`src/rtl/layer_sequencer_pkg.sv`:
```
// Shared layer codes, controller state encoding and default load latency
// for the layer sequencer and its testbench.
package layer_sequencer_pkg;

  typedef enum logic [3:0] {
    LAYER0 = 4'd0,
    LAYER1 = 4'd1,
    LAYER2 = 4'd2,
    LAYER3 = 4'd3,
    AFFINE = 4'd4,
    IDLE   = 4'hF
  } layer_e;

  typedef enum logic [2:0] {
    S_IDLE,
    S_LOAD,
    S_RUN,
    S_GAP,
    S_DONE
  } state_e;

  localparam int unsigned LOAD_LAT_DEFAULT = 6;

  // Layer order of one inference pass; IDLE closes the ring back to LAYER0.
  function automatic layer_e next_layer(input layer_e l);
    layer_e n;
    n = IDLE;
    case (l)
      IDLE:    n = LAYER0;
      LAYER0:  n = LAYER1;
      LAYER1:  n = LAYER2;
      LAYER2:  n = LAYER3;
      LAYER3:  n = AFFINE;
      AFFINE:  n = IDLE;
      default: n = IDLE;
    endcase
    return n;
  endfunction

endpackage

```
`src/rtl/layer_sequencer_phase_counter.sv`:
```
// Layer/phase position counter. clear parks it at IDLE/0; step moves to
// the next phase, wrapping into the next layer after a layer's last phase.
// Stepping out of the final AFFINE phase returns to IDLE.
module layer_phase_counter
  import layer_sequencer_pkg::*;
#(
  parameter int unsigned LAYER_PHASES  = 8,
  parameter int unsigned AFFINE_PHASES = 4
) (
  input  logic       clk,
  input  logic       rst_n,
  input  logic       step,
  input  logic       clear,
  output logic [3:0] cs,
  output logic [2:0] phase,
  output logic       last
);

  localparam logic [2:0] LAST_CONV = 3'(LAYER_PHASES - 1);
  localparam logic [2:0] LAST_AFF  = 3'(AFFINE_PHASES - 1);

  layer_e     r_cs;
  logic [2:0] r_phase;
  logic       w_last;

  // Last-phase flag for the layer currently held.
  always_comb begin
    w_last = 1'b0;
    case (r_cs)
      IDLE:    w_last = 1'b0;
      AFFINE:  w_last = (r_phase == LAST_AFF);
      default: w_last = (r_phase == LAST_CONV);
    endcase
  end

  // Position register: clear wins over step.
  always_ff @(posedge clk or negedge rst_n) begin
    if (!rst_n) begin
      r_cs    <= IDLE;
      r_phase <= '0;
    end else if (clear) begin
      r_cs    <= IDLE;
      r_phase <= '0;
    end else if (step) begin
      if (r_cs == IDLE || w_last) begin
        r_cs    <= next_layer(r_cs);
        r_phase <= '0;
      end else begin
        r_phase <= r_phase + 3'd1;
      end
    end
  end

  assign cs    = r_cs;
  assign phase = r_phase;
  assign last  = w_last;

endmodule

```
`src/rtl/layer_sequencer.sv`:
```
// Inference-pass controller: walks LAYER0..LAYER3 and AFFINE phase by phase,
// holding weight load for at least LOAD_LAT cycles before trusting w_valid,
// pulsing conv_start and waiting for conv_done, with a one-cycle load gap
// between phases. All outputs are registers.
module layer_sequencer
  import layer_sequencer_pkg::*;
#(
  parameter int unsigned LAYER_PHASES  = 8,
  parameter int unsigned AFFINE_PHASES = 4,
  parameter int unsigned LOAD_LAT      = LOAD_LAT_DEFAULT
) (
  input  logic       clk,
  input  logic       rst_n,
  input  logic       start,
  input  logic       abort,
  input  logic       w_valid,
  input  logic       conv_done,
  output logic [3:0] cs,
  output logic [2:0] phase,
  output logic       load,
  output logic       conv_start,
  output logic       busy,
  output logic       done
);

  localparam int unsigned  CW     = (LOAD_LAT > 1) ? $clog2(LOAD_LAT) : 1;
  localparam logic [CW-1:0] LAT_M1 = CW'(LOAD_LAT - 1);

  state_e        r_state;
  logic [CW-1:0] r_ldcnt;
  logic          r_load;
  logic          r_conv_start;
  logic          r_busy;
  logic          r_done;

  logic          w_step;
  logic          w_clear;
  logic          w_last;
  logic [3:0]    w_cs;
  logic [2:0]    w_phase;

  // Counter moves on start (IDLE->LAYER0/0) and on every accepted conv_done,
  // so cs/phase already show the next position in the GAP/DONE cycle.
  always_comb begin
    w_clear = abort;
    w_step  = 1'b0;
    if (!abort) begin
      w_step = ((r_state == S_IDLE) && start) ||
               ((r_state == S_RUN)  && conv_done);
    end
  end

  layer_phase_counter #(
    .LAYER_PHASES  (LAYER_PHASES),
    .AFFINE_PHASES (AFFINE_PHASES)
  ) u_cnt (
    .clk   (clk),
    .rst_n (rst_n),
    .step  (w_step),
    .clear (w_clear),
    .cs    (w_cs),
    .phase (w_phase),
    .last  (w_last)
  );

  // Controller FSM with registered outputs; abort overrides everything.
  always_ff @(posedge clk or negedge rst_n) begin
    if (!rst_n) begin
      r_state      <= S_IDLE;
      r_ldcnt      <= '0;
      r_load       <= 1'b0;
      r_conv_start <= 1'b0;
      r_busy       <= 1'b0;
      r_done       <= 1'b0;
    end else begin
      r_conv_start <= 1'b0;
      r_done       <= 1'b0;
      if (abort) begin
        r_state <= S_IDLE;
        r_ldcnt <= '0;
        r_load  <= 1'b0;
        r_busy  <= 1'b0;
      end else begin
        case (r_state)
          S_IDLE: begin
            if (start) begin
              r_state <= S_LOAD;
              r_ldcnt <= '0;
              r_load  <= 1'b1;
              r_busy  <= 1'b1;
            end
          end
          S_LOAD: begin
            if ((r_ldcnt >= LAT_M1) && w_valid) begin
              r_state      <= S_RUN;
              r_conv_start <= 1'b1;
            end else if (r_ldcnt < LAT_M1) begin
              r_ldcnt <= r_ldcnt + CW'(1);
            end
          end
          S_RUN: begin
            if (conv_done) begin
              r_load <= 1'b0;
              if (w_last && (w_cs == AFFINE)) begin
                r_state <= S_DONE;
                r_done  <= 1'b1;
              end else begin
                r_state <= S_GAP;
              end
            end
          end
          S_GAP: begin
            r_state <= S_LOAD;
            r_ldcnt <= '0;
            r_load  <= 1'b1;
          end
          S_DONE: begin
            r_state <= S_IDLE;
            r_busy  <= 1'b0;
          end
          default: begin
            r_state <= S_IDLE;
            r_ldcnt <= '0;
            r_load  <= 1'b0;
            r_busy  <= 1'b0;
          end
        endcase
      end
    end
  end

  assign cs         = w_cs;
  assign phase      = w_phase;
  assign load       = r_load;
  assign conv_start = r_conv_start;
  assign busy       = r_busy;
  assign done       = r_done;

endmodule

```
`config.mk`:
```
export PLATFORM = sky130hd
export DESIGN_NAME = layer_sequencer
export DESIGN_NICKNAME = d
export VERILOG_FILES = /design/src/rtl/layer_sequencer_pkg.sv /design/src/rtl/layer_sequencer_phase_counter.sv /design/src/rtl/layer_sequencer.sv
export SDC_FILE = /design/constraint.sdc
export NUM_CORES = 1
export LEC_CHECK = 0
export ABC_AREA = 1
export BUFFER_PORTS_ARGS = -buffer_cell sky130_fd_sc_hd__buf_2
export CAP_MARGIN = 20
export CELL_PAD_IN_SITES_DETAIL_PLACEMENT = 2
export CELL_PAD_IN_SITES_GLOBAL_PLACEMENT = 2
export CORE_MARGIN = 5
export CORE_UTILIZATION = 33
export CTS_CLUSTER_DIAMETER = 200
export DETAILED_ROUTE_END_ITERATION = 16
export PLACE_DENSITY = 0.81
export SETUP_SLACK_MARGIN = 0.5
export SYNTH_ARGS = -nofsm -noshare
export SYNTH_HDL_FRONTEND = slang
export SYNTH_SLANG_ARGS = --single-unit
export TNS_END_PERCENT = 100
```
`constraint.sdc`:
```
create_clock -name clk -period 2.17 [get_ports clk]
set_input_delay 0 -clock clk [delete_from_list [all_inputs] [get_ports clk]]
set_output_delay 0 -clock clk [all_outputs]
set_load 0.05 [all_outputs]
```
* Yosys cells after proc, flatten, opt, wreduce, memory -nomap -nowiden
Cells that the tools add are included.
Storage, ports and cells: flip-flop bits (word level) 17, input port bits 6, word-level logic and storage cells 82
Cells by class: $lt $le $gt $ge 2, multiplexer cells 33, reduce and logical (&&, ||, !) cells 18, equality and inequality tests 19, add/sub/neg operators 2
Operator list (number):
- $mux W3 | 12
- $pmux W4 S5 | 1
- $ne A3 B3 Y1 const B | 5
- $mux W1 | 12
- $mux W4 | 3
- $pmux W3 S4 | 1
- $eq A3 B2 Y1 const B | 3
- $pmux W3 S3 | 1
- $eq A4 B2 Y1 const B | 2
- $add A3 B1 Y3 const B | 2
- $eq A3 B3 Y1 const B | 2
- $ne A2 B1 Y1 const B | 3
- $reduce_and A3 Y1 | 2
- $eq A4 B1 Y1 const B | 1
- $eq A4 B3 Y1 const B | 1
- $eq A4 B4 Y1 const B | 1
- $logic_and A1 B1 Y1 | 4
- $logic_not A4 Y1 | 1
- $pmux W1 S2 | 2
- $pmux W1 S4 | 1
- $reduce_and A2 Y1 | 2
- $reduce_and A4 Y1 | 1
- $reduce_bool A2 Y1 | 2
- $reduce_or A2 Y1 | 2
- other kinds (6) | 7

* Logic depth before layout (Yosys ltp)
Gate-level depths: netlist (run 1).
word-level depth 7, depth in mapped cells 9, depth with buffers taken out 9

* Modules after synthesis
A second synthesis (run 1) with hierarchy kept.
Unflattened totals: cells, all modules 145, area total of the unflattened synthesis 1063.5 um^2
By module, submodules not included:
- layer_sequencer | cells an instance 89, instances 1, seq. area each 250.2 um^2, area an instance 625.6 um^2
- layer_phase_counter | cells an instance 56, instances 1, seq. area each 180.2 um^2, area an instance 437.9 um^2

* Worst setup path after synthesis (run 1)
No wires, ideal clock.
path type reg-to-reg, start register u_cnt.r_cs[0] (netlist: u_cnt.cs[0]), end register u_cnt.r_cs[3] (netlist: u_cnt.cs[3]), stages on the path, launching flop included 9, clock period less this slack 1.482 ns, slack 0.688 ns, data arrival time 1.406 ns, buffers on the path 0, cells stage by stage dfstp_2 > nand2_1 > inv_1 > nand3_1 > and2_2 > nand2_2 > nand2_2 > nand2_1 > nand2_1
On the way: word-level cells in the longest chain between the ends 5
Ends and longest elaborated chain:
- from (decl) | RTL line layer_sequencer_phase_counter.sv:22 | layer_e r_cs;
- from (signal assigned) | RTL line layer_sequencer_phase_counter.sv:46 | r_cs <= next_layer(r_cs);
- $eq A4 B2 Y1 (tied with other cells) | RTL line layer_sequencer_pkg.sv:28 | case (l)
- $pmux W4 S5 / $pmux W1 S2 (equally long branches) | RTL line layer_sequencer_pkg.sv:28, layer_sequencer_phase_counter.sv:29
- $mux W4 / $logic_or A1 B1 Y1 (equally long branches) | RTL line layer_sequencer_phase_counter.sv:45 | if (r_cs == IDLE || w_last) begin
- $mux W4 / $reduce_bool A2 Y1 (equally long branches)
- $mux W4 / $reduce_and A2 Y1 (equally long branches)
Parallel ways exist; a longest one is shown, timed or not. The select of a mux whose other input is x is not followed. A chain may end at the register's enable or synchronous reset.

* Worst setup path after layout (run 1)
start register u_cnt.r_cs[0] (netlist: u_cnt.cs[0]), end register u_cnt.r_cs[1] (netlist: u_cnt.cs[1])
The elaborated chain is that of the path after synthesis.

==> results of run 1 <==
final cells by class:
type | instances | area share [%]
Clock inverter | 1 | 0.3996
Clock buffer | 3 | 1.798
Tap cell | 44 | 4.396
Inverter | 18 | 5.794
Multi-Input combinational cell | 110 | 44.46
Sequential cell | 17 | 34.37
Timing Repair Buffer | 19 | 8.791
metrics by stage:
step           setup WS (ps)  utilization [%]  instance area [um2]  hold WS [ps]
2_1_floorplan          687.9                -                 1060        -295.6
4_1_cts                645.3            40.69                 1252         40.25
5_1_grt                569.5            40.69                 1252         46.25
6_report               682.1            40.69                 1252         34.76
3_3_place_gp           761.2            38.82                 1195        -50.15
3_5_place_dp           667.5            38.82                 1195        -41.04
Yosys cell counts:
cell / n / area [um2]
a21oi_1: 2 / 10.01
a21oi_2: 1 / 8.760
and2_2: 1 / 7.510
clkinv_4: 1 / 8.760
dfrtp_1: 13 / 325.3
dfstp_2: 4 / 105.1
ha_1: 3 / 37.54
inv_1: 14 / 52.55
inv_2: 3 / 11.26
nand2_1: 46 / 172.7
nand2_2: 3 / 18.77
nand2_4: 2 / 22.52
nand3_1: 19 / 95.09
nand3_2: 2 / 20.02
nand3b_1: 2 / 15.01
nand4_1: 2 / 12.51
nor2_1: 14 / 52.55
nor2_2: 1 / 6.260
nor2_4: 2 / 22.52
nor3_1: 4 / 20.02
o21ai_0: 4 / 20.02
or2_2: 1 / 6.260
xnor2_1: 1 / 8.760
power by group:
part	switching (uW)	total, uW	internal, uW
Combinational	676	921	245
Sequential	112	558	445
Clock	114	183	68.8
Total	902	1660	759
worst min-delay path, cell delays in order:
cell and delay, ps:
buf_2 130, nor3_1 70, nand3_1 70, nand2_1 50
worst max path at each step:
stage,startpoint,to,slack (ps),depth (start not counted)
floorplan,u_cnt.cs[0],u_cnt.cs[3],690,8
global placement,r_ldcnt[1],r_ldcnt[0],760,9
detailed placement,u_cnt.cs[0],u_cnt.cs[1],670,8
CTS,u_cnt.cs[0],u_cnt.cs[1],650,8
global route,u_cnt.cs[2],u_cnt.cs[0],570,9
finish,u_cnt.cs[0],u_cnt.cs[1],680,8
kinds of logic after synthesis:
logic type / Yosys count
AND/OR/NAND/NOR: 99
AO/OA/AOI/OAI: 7
flip-flops: 17
buffers and inverters: 18
adder cells (fa/ha/maj): 3
XOR/XNOR: 1
routing by layer:
| metal | part of all wire (%) | vias up |
|---|---|---|
| li1 | - | 506 |
| met1 | 43 | 497 |
| met2 | 53 | 11 |
| met3 | 2.8 | 4 |
| met4 | 1.3 | 0 |
| met5 | 0 | - |
registers in the layout, summed over array words and instances, names as in the netlist:
register,cells
load,1
done,1
conv_start,1
u_cnt.phase,3
r_state,3
r_ldcnt,3
u_cnt.cs,4
busy,1
==> flow_summary.toml, run 1 <==
[finish]
most-common-layout-cells = "nand2_1, nand3_1, buf_2"
fin_nets = 178
final_cells = 212
syn_to_final_growth_pct = 18.18
drive_gt1_share_pct = 24.40
seq_area_um2 = 430.4
layout_commonest_cell = "nand2_1"
antenna_cells = 0
multi_input_area_um2 = 556.8
fillCellCount = 385

[global_route]
grt_overflow_total = 0
grt_pass1_vias = 1193
grt_use_met2_pct = 30.82
grt_util_met3_pct = 2.361
track_usage_pct = 16.51
grt_pass1_wl_um = 5533
busiest_layer = "met2"
grt_max_degree = 18
use_met1_pct = 18.72
antenna_found_initial = 0

[setup_path]
regToRegStartpoint = "u_cnt.cs[0]"
crit_slowest_cell = "dfstp_2"
critPathMaxFanout = 7
crit_arrival_ps = 1740
worst_ep_required_time_ps = 2420
max_stage_delay_ps = 590
cp_common_cell = "nand2_1"
crit_buf_inv = 1
crit_type = "flop to flop"
crit_path_start_kind = "flop"
r2r_slack_ps = 680
path_cells = "nand2_1 > inv_1 > nand3_1 > and2_2 > nand2_2 > nand2_2 > nand2_1 > nand2_1"
cp-end-kind = "flop"
reg2reg_depth = 8
rr_endpoint = "u_cnt.cs[1]"
critical_path.top_delay_family = "simple AND/OR/NAND/NOR gates"

[yosys]
yosys.area_share.simple_pct = 44.51
synth-adder-area-share_pct = 3.542
synthesis.area_mm2 = 0.001060
synth_compound_area_share_pct = 3.660
ys_seq_elements = 17
synth_top_family_by_area = "simple AND/OR/NAND/NOR gates"
ys_types = 23
muxShareOfSynthArea_pct = 0
syn_area_per_cell_um2 = 7.309
synthesis.nets = 154
synth_cells = 145
synth_seq_area_share_pct = 40.61
ys_warn_count = 0
synthXorXnorAreaFrac_pct = 0.8264

[clock_tree]
cts_max_level = 1
cts_tree = "yes"
cts_sinks = 17
cts_buffers = 3
clkLatencyLatePin_ps = 310
cts_root_buf = "clkbuf_4"
clkSlewWorstSetupHoldPaths_ps = 120
max-clock-path-buffers = 2
holdBufCountCts = 3
postCtsSetupBuffers = 0
cts_resized = 0

[floorplanning]
die_h_um = 66.67
ios = 17
initial_utilization_pct = 34.43
die_w_um = 66.67
core-area_mm2 = 0.003078
die_area_mm2 = 0.004445
row_count = 20

[detailed_routing]
drcViolationCount = 0
via_per_inst = 4.802
ant_nets = 0
wl_per_cell_um = 14.31
vias = 1018
wl_um = 3033
drtPass1Iterations = 3
first_iter_violations = 22

[timing]
setup_viol = 0
period_minus_slack_ps = 1488
skew_ps = 16.23
fmax_mhz = 672.1
slew_viol_final = 0
min_period_over_period_pct = 68.57
hold_viol = 0
tns_ps = 0
rsz0062_at_grt = "false"
timing_worst_slew_pin_value_ps = 405.6
relSlewSlack_pct = 72.96

[power]
power_density_mw_per_mm2 = 1327
total_power_uw = 1661
leakage_uw = 0.0006823
ir_drop_mv = 0.4282

[place]
portBuffers = 16
gp_congestion = 0.7893
hpwl_um = 2466
placed_cells = 205

[status]
status = "complete, no violations"

[worst_hold_path]
whs_endpoint = "r_ldcnt[2]"
worstHoldStart = "abort"
min_path_cells = 4
hold_path_class = "primary input to flop"

[flow_run]
drv_cap = 0
No activity file was read; power rests on OpenSTA's default activity.
==> inputs of run 2 (changes only) <==
CORE_UTILIZATION = 31   (was 33)
PLACE_DENSITY = 0.77   (was 0.81)
clock period = 1.4 ns   (was 2.17 ns; I/O delays follow)
==> flow_summary.toml, run 2 (synthesis results as in run 1) <==
[timing]
fmax_mhz = 668.0
tns_ps = -662.2
min_period_over_period_pct = 106.9
skew_ps = 2.372
timing_worst_slew_pin_value_ps = 439.6
slew_viol_final = 0
relSlewSlack_pct = 70.69
fin_ws_ps = -96.93
setup_viol = 10
period_minus_slack_ps = 1497
hold_viol = 0
rsz0062_at_grt = "true"

[power]
p_int_uw = 1767
swShare_pct = 50.96
leakage_uw = 0.0008227
ir_drop_mv = 0.7285
p_seq_share_pct = 25.4
switchingPower_uw = 1836
power_density_mw_per_mm2 = 2236
p_clk_share_pct = 8.2
combPwrFrac_pct = 66.4

[worst_hold_path]
whs_endpoint = "busy"
worstHoldStart = "start"
min_path_cells = 3
hold_path_class = "primary input to flop"

[setup_path]
path_cells = "inv_2 > ha_2 > nand3b_1 > buf_4 > a21oi_4 > buf_4 > nor3_2"
crit_arrival_ps = 1700
regToRegStartpoint = "r_ldcnt[1]"
cp-end-kind = "flop"
critPathMaxFanout = 3
worst_ep_required_time_ps = 1610
crit_path_start_kind = "flop"
max_stage_delay_ps = 400
r2r_slack_ps = -100
cp_common_cell = "buf_4"
critical_path.top_delay_family = "flip-flops"
rr_endpoint = "r_state[2]"
crit_buf_inv = 3
reg2reg_depth = 7
crit_slowest_cell = "dfrtp_1"
crit_type = "flop to flop"

[global_route]
track_usage_pct = 19.45
grt_max_degree = 18
grt_overflow_total = 0
antenna_found_initial = 0
grt_pass1_wl_um = 6617
grt_pass1_vias = 1370

[floorplanning]
initial_utilization_pct = 32.01
core-area_mm2 = 0.003311
die_w_um = 68.47
row_count = 21
die_area_mm2 = 0.004688
die_h_um = 68.47
ios = 17

[finish]
fillCellCount = 378
most-common-layout-cells = "nand2_1, nand3_1, buf_4"
antenna_cells = 0
seq_area_um2 = 435.4
multi_input_area_um2 = 651.9
postLayoutCoreUtil_pct = 48.68
syn_to_final_growth_pct = 52.07
layout_commonest_cell = "nand2_1"
fin_nets = 198
drive_gt1_share_pct = 47.87
largest_reg_flops = 4

[clock_tree]
clkSlewWorstSetupHoldPaths_ps = 110
cts_max_level = 1
cts_tree = "yes"
cts_root_buf = "clkbuf_4"
max-clock-path-buffers = 2
clkLatencyLatePin_ps = 310
cts_sinks = 17
cts_buffers = 3

[detailed_routing]
wl_um = 4770
first_iter_violations = 34
drtPass1Iterations = 2
ant_nets = 0
drcViolationCount = 0
vias = 1198
wl_per_cell_um = 20.38
via_per_inst = 5.120

[flow_run]
drv_cap = 0

[place]
hpwl_um = 2454
pre_cts_ws_ps = -43.70
portBuffers = 16
gp_congestion = 0.7456

[status]
failed_checks = "setup timing"
status = "finished with violations"
[run 2: cell types whose count changed in the layout (fill, tap and decap cells not counted), moves of 3 or more]
cell	delta
buf_6	+8
o21ai_0	-4
nor2_2	+3
buf_8	+5
nand2_1	-7
nor2_1	-5
nand2_2	+5
buf_4	+18
dfrtp_1	-4
dfrtp_2	+4
inv_2	+5
inv_1	-6
buf_2	-11
[run 2: area by class of cell]
cell class,count,area share [%]
Tap cell,46,3.571
Timing Repair Buffer,39,22.67
Multi-Input combinational cell,110,40.45
Inverter,18,4.658
Sequential cell,17,27.02
Clock buffer,4,1.630
[run 2: through the flow]
stage	total power, uW	hold WS (ps)	instances	area, um2
after CTS	3220	8.568	228	1528
after global placement	2346	-40.03	209	1241
after floorplan	2002	-295.6	145	1089
final	3603	15.86	234	1612
after detailed placement	2420	-35.54	209	1241
after global routing	3824	32.08	234	1612
[run 2: tightest hold or removal path: stages]
cell,delay [ps]
buf_2,110
a21oi_1,70
nor2_1,100
[run 2: timing repair]
action | 4_1_cts | 5_1_grt
setup buffers | 13 | 6
setup endpoints to repair | 28 | 28
gates resized for setup | 40 | 13
hold buffers | 2 | 0
pin swaps | 7 | 2
endpoints found under the hold margin | 18 | 0
cloned | 0 | 0
[run 2: power by group through the flow]
stage | Clock, uW | Combinational [uW] | Sequential, uW
2_1_floorplan | 0 | 749 | 1250
3_3_place_gp | 0 | 1490 | 860
3_5_place_dp | 0 | 1540 | 877
4_1_cts | 293 | 2030 | 898
5_1_grt | 332 | 2550 | 940
6_report | 295 | 2390 | 914
[run 2: how the worst max path moves through the flow]
stage	from	end	slack, ps	depth (start not counted)
2_1_floorplan	u_cnt.cs[2]	u_cnt.cs[2]	-20	9
3_3_place_gp	r_ldcnt[1]	r_ldcnt[1]	50	9
3_5_place_dp	r_ldcnt[1]	r_ldcnt[0]	-40	9
4_1_cts	r_ldcnt[0]	r_state[0]	40	7
5_1_grt	r_state[1]	r_ldcnt[2]	-220	8
6_report	r_ldcnt[1]	r_state[2]	-100	7
[run 2: per-layer routing]
metal  track usage (%)  part of all wire (%)
met4             6.948                   4.1
met1             21.02                    38
met2             37.78                    55
met5                 0                     0
met3             2.463                   2.6
